## config.mk

```make
export PLATFORM = sky130hd
export DESIGN_NAME = bucket_dispatch
export DESIGN_NICKNAME = d
export VERILOG_FILES = /design/src/rtl/bucket_dispatch.sv
export SDC_FILE = /design/constraint.sdc
export NUM_CORES = 2
export LEC_CHECK = 0
export BUFFER_PORTS_ARGS = -buffer_cell sky130_fd_sc_hd__buf_2
export CAP_MARGIN = 25
export CORE_UTILIZATION = 30
export DETAILED_ROUTE_END_ITERATION = 7
export GPL_TIMING_DRIVEN = 0
export MAX_ROUTING_LAYER = met4
export PLACE_DENSITY = 0.5
export SLEW_MARGIN = 20
export SYNTH_ARGS = -nofsm -noshare
export SYNTH_HDL_FRONTEND = slang
export SYNTH_SLANG_ARGS = --single-unit
```

## constraint.sdc

```tcl
create_clock -name clk -period 89.2 [get_ports clk]
set_clock_uncertainty 0.15 [all_clocks]
set_input_delay 17.84 -clock clk [delete_from_list [all_inputs] [get_ports clk]]
set_output_delay 17.84 -clock clk [all_outputs]
set_load 0.005 [all_outputs]
```

## src/rtl/bucket_dispatch.sv

```systemverilog
// Per-bucket FIFOs after the address hash, drained round-robin; drains all queues before acking a coefficient refresh.
// Define BUCKET_STATS_EN to add saturating per-bucket push counters on stat_count.
module bucket_dispatch #(
  parameter int ADDR_WIDTH     = 64,
  parameter int LG_NUM_BUCKETS = 2,
  parameter int LG_FIFO_DEPTH  = 2
) (
  input  logic                      clk,
  input  logic                      rst,
  input  logic                      in_valid,
  output logic                      in_ready,
  input  logic [ADDR_WIDTH-1:0]     in_addr,
  input  logic [LG_NUM_BUCKETS-1:0] in_bucket,
  output logic                      out_valid,
  input  logic                      out_ready,
  output logic [ADDR_WIDTH-1:0]     out_addr,
  output logic [LG_NUM_BUCKETS-1:0] out_bucket,
  input  logic                      refresh_req,
  output logic                      refresh_ack,
`ifdef BUCKET_STATS_EN
  output logic [(2**LG_NUM_BUCKETS)*16-1:0] stat_count,
`endif
  output logic                      busy
);

  localparam int NUM_BUCKETS = 2**LG_NUM_BUCKETS;
  localparam int DEPTH       = 2**LG_FIFO_DEPTH;
  localparam int PW          = LG_FIFO_DEPTH + 1;

  typedef enum logic [1:0] {RUN, DRAIN, ACK} state_t;

  state_t                      state_q, state_d;
  logic [ADDR_WIDTH-1:0]       mem_q [NUM_BUCKETS][DEPTH];
  logic [ADDR_WIDTH-1:0]       mem_d [NUM_BUCKETS][DEPTH];
  logic [PW-1:0]               wr_ptr_q [NUM_BUCKETS];
  logic [PW-1:0]               wr_ptr_d [NUM_BUCKETS];
  logic [PW-1:0]               rd_ptr_q [NUM_BUCKETS];
  logic [PW-1:0]               rd_ptr_d [NUM_BUCKETS];
  logic [LG_NUM_BUCKETS-1:0]   rr_ptr_q, rr_ptr_d;
  logic                        lock_q, lock_d;
  logic [LG_NUM_BUCKETS-1:0]   lock_sel_q, lock_sel_d;
  logic [NUM_BUCKETS-1:0]      empty, full;
  logic [LG_NUM_BUCKETS-1:0]   sel, idx;
  logic                        found, push, pop, all_empty_d;
`ifdef BUCKET_STATS_EN
  logic [15:0]                 stat_q [NUM_BUCKETS];
  logic [15:0]                 stat_d [NUM_BUCKETS];
`endif

  always_comb begin
    empty = '0;
    full  = '0;
    for (int i = 0; i < NUM_BUCKETS; i++) begin
      empty[i] = (wr_ptr_q[i] == rd_ptr_q[i]);
      full[i]  = (wr_ptr_q[i][PW-1] != rd_ptr_q[i][PW-1]) &&
                 (wr_ptr_q[i][PW-2:0] == rd_ptr_q[i][PW-2:0]);
    end
  end

  // A stalled head stays locked so a newly filled higher-priority bucket cannot swap the presented entry.
  always_comb begin
    sel   = '0;
    idx   = '0;
    found = 1'b0;
    if (lock_q) begin
      sel   = lock_sel_q;
      found = 1'b1;
    end else begin
      for (int k = 0; k < NUM_BUCKETS; k++) begin
        idx = rr_ptr_q + LG_NUM_BUCKETS'(k);
        if (!found && !empty[idx]) begin
          sel   = idx;
          found = 1'b1;
        end
      end
    end
    out_valid  = found;
    out_addr   = found ? mem_q[sel][rd_ptr_q[sel][PW-2:0]] : '0;
    out_bucket = found ? sel : '0;
  end

  always_comb begin
    push        = in_valid && in_ready;
    pop         = out_valid && out_ready;
    mem_d       = mem_q;
    wr_ptr_d    = wr_ptr_q;
    rd_ptr_d    = rd_ptr_q;
    rr_ptr_d    = rr_ptr_q;
    lock_d      = out_valid && !out_ready;
    lock_sel_d  = sel;
    all_empty_d = 1'b1;
    if (push) begin
      mem_d[in_bucket][wr_ptr_q[in_bucket][PW-2:0]] = in_addr;
      wr_ptr_d[in_bucket] = wr_ptr_q[in_bucket] + PW'(1);
    end
    if (pop) begin
      rd_ptr_d[sel] = rd_ptr_q[sel] + PW'(1);
      rr_ptr_d      = sel + LG_NUM_BUCKETS'(1);
    end
    for (int i = 0; i < NUM_BUCKETS; i++) begin
      if (wr_ptr_d[i] != rd_ptr_d[i]) all_empty_d = 1'b0;
    end
  end

`ifdef BUCKET_STATS_EN
  // Counts restart after every refresh since the bucket mapping changes.
  always_comb begin
    stat_d     = stat_q;
    stat_count = '0;
    for (int i = 0; i < NUM_BUCKETS; i++) begin
      if (state_q == ACK) stat_d[i] = '0;
      else if (push && (in_bucket == LG_NUM_BUCKETS'(i)) && (stat_q[i] != 16'hFFFF))
        stat_d[i] = stat_q[i] + 16'd1;
      stat_count[16*i +: 16] = stat_q[i];
    end
  end
`endif

  always_comb begin
    state_d = state_q;
    case (state_q)
      RUN:     if (refresh_req) state_d = DRAIN;
      DRAIN:   if (all_empty_d) state_d = ACK;
      ACK:     state_d = RUN;
      default: state_d = RUN;
    endcase
  end

  always_comb begin
    in_ready    = (state_q == RUN) && !full[in_bucket];
    refresh_ack = (state_q == ACK);
    busy        = (state_q != RUN) || !(&empty);
  end

  always_ff @(posedge clk or posedge rst) begin
    if (rst) begin
      state_q    <= RUN;
      rr_ptr_q   <= '0;
      lock_q     <= 1'b0;
      lock_sel_q <= '0;
      for (int i = 0; i < NUM_BUCKETS; i++) begin
        wr_ptr_q[i] <= '0;
        rd_ptr_q[i] <= '0;
`ifdef BUCKET_STATS_EN
        stat_q[i]   <= '0;
`endif
        for (int j = 0; j < DEPTH; j++) mem_q[i][j] <= '0;
      end
    end else begin
      state_q    <= state_d;
      rr_ptr_q   <= rr_ptr_d;
      lock_q     <= lock_d;
      lock_sel_q <= lock_sel_d;
      wr_ptr_q   <= wr_ptr_d;
      rd_ptr_q   <= rd_ptr_d;
      mem_q      <= mem_d;
`ifdef BUCKET_STATS_EN
      stat_q     <= stat_d;
`endif
    end
  end

endmodule
```

==> results.cfg <==
[run_status]
status = finished clean

[sta]
rsz0062_at_grt = no
hold_viol_final = 0
maxSlewHeadroom = 0.2595
fin_crit_sh = 0.4148
final-setup-viol-count = 0
fmax_mhz = 27.03
period_minus_slack_ns = 37.00
fin_setup_tns_ns = 0
worstMarginPinSlew_ns = 1.111
final_max_slew_viol_count = 0

[die]
ios = 141
core_area_um2 = 162800
start_util = 0.3022
rows = 148
die_h_um = 406.9
die_w_um = 406.9
dieArea_um2 = 165600

[synthesis]
synth_warnings = 0
async_reset_ff_frac = 1.000
synth_enable_flop_cells = 0
ys.flop_type = dfrtp_1
syn-num-nets = 4458
synth_cell_types = 54
synth_area_um2 = 49190
syn_inst = 4382
ys_seq_elements = 1055
ys_seq_area_frac = 0.5367
avgSynthCellArea_um2 = 11.22

[critical_path]
crit_chain = clkbuf_1 -> nor2_1 -> a41oi_1 -> o2111a_1 -> buf_2
end_kind = output port
critPathKind = in2out
reg2reg_from = rd_ptr_q[3]$_DFF_PP0_
cp_max_fo = 9
required_ns = 71.21
crit_start = in_bucket[0]
slowest_stage = clkbuf_1
arrival_ns = 19.01
start_kind = primary input
critPathBufInv = 2
crit_family = buffers and inverters
cpPeakStageDelay_ns = 0.38

[worst_hold_path]
hp-class = reg2reg
worstHoldStart = state_q[1]$_DFFE_PP0P_

[routing]
drt_pass1_iterations = 7
wl_per_cell_um = 24.47
drc = 0
routed_via_density = 5.217
vias = 36240
final_antenna_net_count = 0
drt-initial-drc-count = 2521
routed_wl_um = 170000

[flow_run]
max_cap_violations = 0

[global_route]
grt_max_degree = 102
grt_pass1_vias = 36190
grt_overflow = 0
antenna_found_initial = 30
grt_pass1_wl_um = 250900
track_usage = 0.2110

[clock_tree]
cts_buffer_depth = 3
postCtsSetupRepairBufs = 0
clock-sinks = 1055
cts_tree = yes
cts-root-buf = clkbuf_16
hold_buffers = 0
clock_latency_ns = 0.74
cts_resized = 0
cts-buffers-inserted = 114
htreeDepth = 3
path_clk_slew_ns = 0.06

[pwr]
p_leak_nw = 26.47
p_total_mw = 1.911
irDropWorstVdd_v = 0.00001907
p_per_area_nw_per_um2 = 33.48

[finish]
layout_commonest_cell = dfrtp_1
areaGrowthSynthToFinish_pct = 16.08
finalNetCount = 4729
drive_gt1_frac = 0.2982
final_cell_mix = 1055 x dfrtp_1, 1051 x nand2_1, 1032 x mux2_2

[placed_design]
port_buffers = 138
hpwlAfterDp_um = 118000
gp_congestion = 0.8209
[synthesized netlist by cell type, types with 4 or more instances]
cell type	count	share of area
ha_1	5	0.0013
nand2_1	1057	0.081
a211oi_1	66	0.010
nand3_1	264	0.027
clkbuf_1	376	0.029
a31oi_1	65	0.0083
buf_1	11	0.00084
nor2b_1	4	0.00051
nor2_1	9	0.00069
xor2_1	12	0.0021
mux2_2	1032	0.24
mux2i_1	6	0.0012
a21oi_1	5	0.00051
xnor2_1	19	0.0034
o21ai_0	10	0.0010
a311oi_1	192	0.034
dfrtp_1	1055	0.54
inv_1	15	0.0011
and3_1	133	0.017
[state kept, by name, indices dropped and copies added (netlist names)]
signal      flops
lock_q          1
lock_sel_q      2
mem_q        1024
rd_ptr_q       12
rr_ptr_q        2
state_q         2
wr_ptr_q       12
[final cells by class]
type	count	area (um2)
Fill cell	16320	105700
Sequential cell	1055	26400
Multi-Input combinational cell	2922	21280
Clock buffer	168	3427
Tap cell	2175	2721
Buffer	388	1476
Timing Repair Buffer	155	1110
Clock inverter	44	549.3
Inverter	17	71.32
Antenna cell	22	55.05
[kinds of logic (layout without fill, tap and decap cells)]
family / after synthesis / after routing / synth area share
multiplexers: 1041 / 1041 / 0.2387
buffers and inverters: 405 / 772 / 0.03093
adder cells (fa/ha/maj): 5 / 5 / 0.001272
XOR/XNOR: 32 / 32 / 0.005978
AND/OR/NAND/NOR: 1490 / 1490 / 0.1291
AO/OA/AOI/OAI: 354 / 354 / 0.05726
other: 0 / 22 / 0
flip-flops: 1055 / 1055 / 0.5367
[where the power goes]
part	internal (mW)	switching [mW]
clock	0.297	0.208
combinational	0.226	0.630
sequential	0.525	0.0255
total	1.05	0.863
[metal layers]
metal	track usage	wire, um	vias to the layer above
met5	-	0	-
met4	0.06912	5035	0
met3	0.03078	8269	249
met2	0.3328	80320	940
met1	0.2778	76360	18990
li1	-	-	16060
[stage by stage]
| stage | util | instance area [um2] | worst slack [ns] | cells | hold slack [ns] |
|---|---|---|---|---|---|
| after floorplan | - | 49190 | 41.51 | 4382 | 0.2879 |
| after global placement | 0.3231 | 52600 | 27.47 | 6695 | 0.3124 |
| after detailed placement | 0.3259 | 53050 | 52.19 | 6711 | 0.3337 |
| after CTS | 0.3503 | 57020 | 52.19 | 6923 | 0.3415 |
| after global routing | 0.3507 | 57080 | 52.06 | 6941 | 0.3608 |
| final | 0.3508 | 57090 | 52.20 | 6946 | 0.3362 |
[path summary, 6_finish.rpt]
| path | endpoint | slack [ns] | cells after the start |
|---|---|---|---|
| max in group asynchronous | mem_q[822]$_DFFE_PP0P_ | 69.42 | 7 |
| hold reg to reg | state_q[1]$_DFFE_PP0P_ | 0.34 | 1 |
| hold / removal | state_q[1]$_DFFE_PP0P_ | 0.34 | 1 |
| setup reg to reg | state_q[0]$_DFFE_PP0P_ | 82.16 | 18 |
| setup / recovery | in_ready | 52.20 | 5 |
| min in group asynchronous | mem_q[656]$_DFFE_PP0P_ | 17.01 | 2 |
No activity file was read; power rests on OpenSTA's default activity.
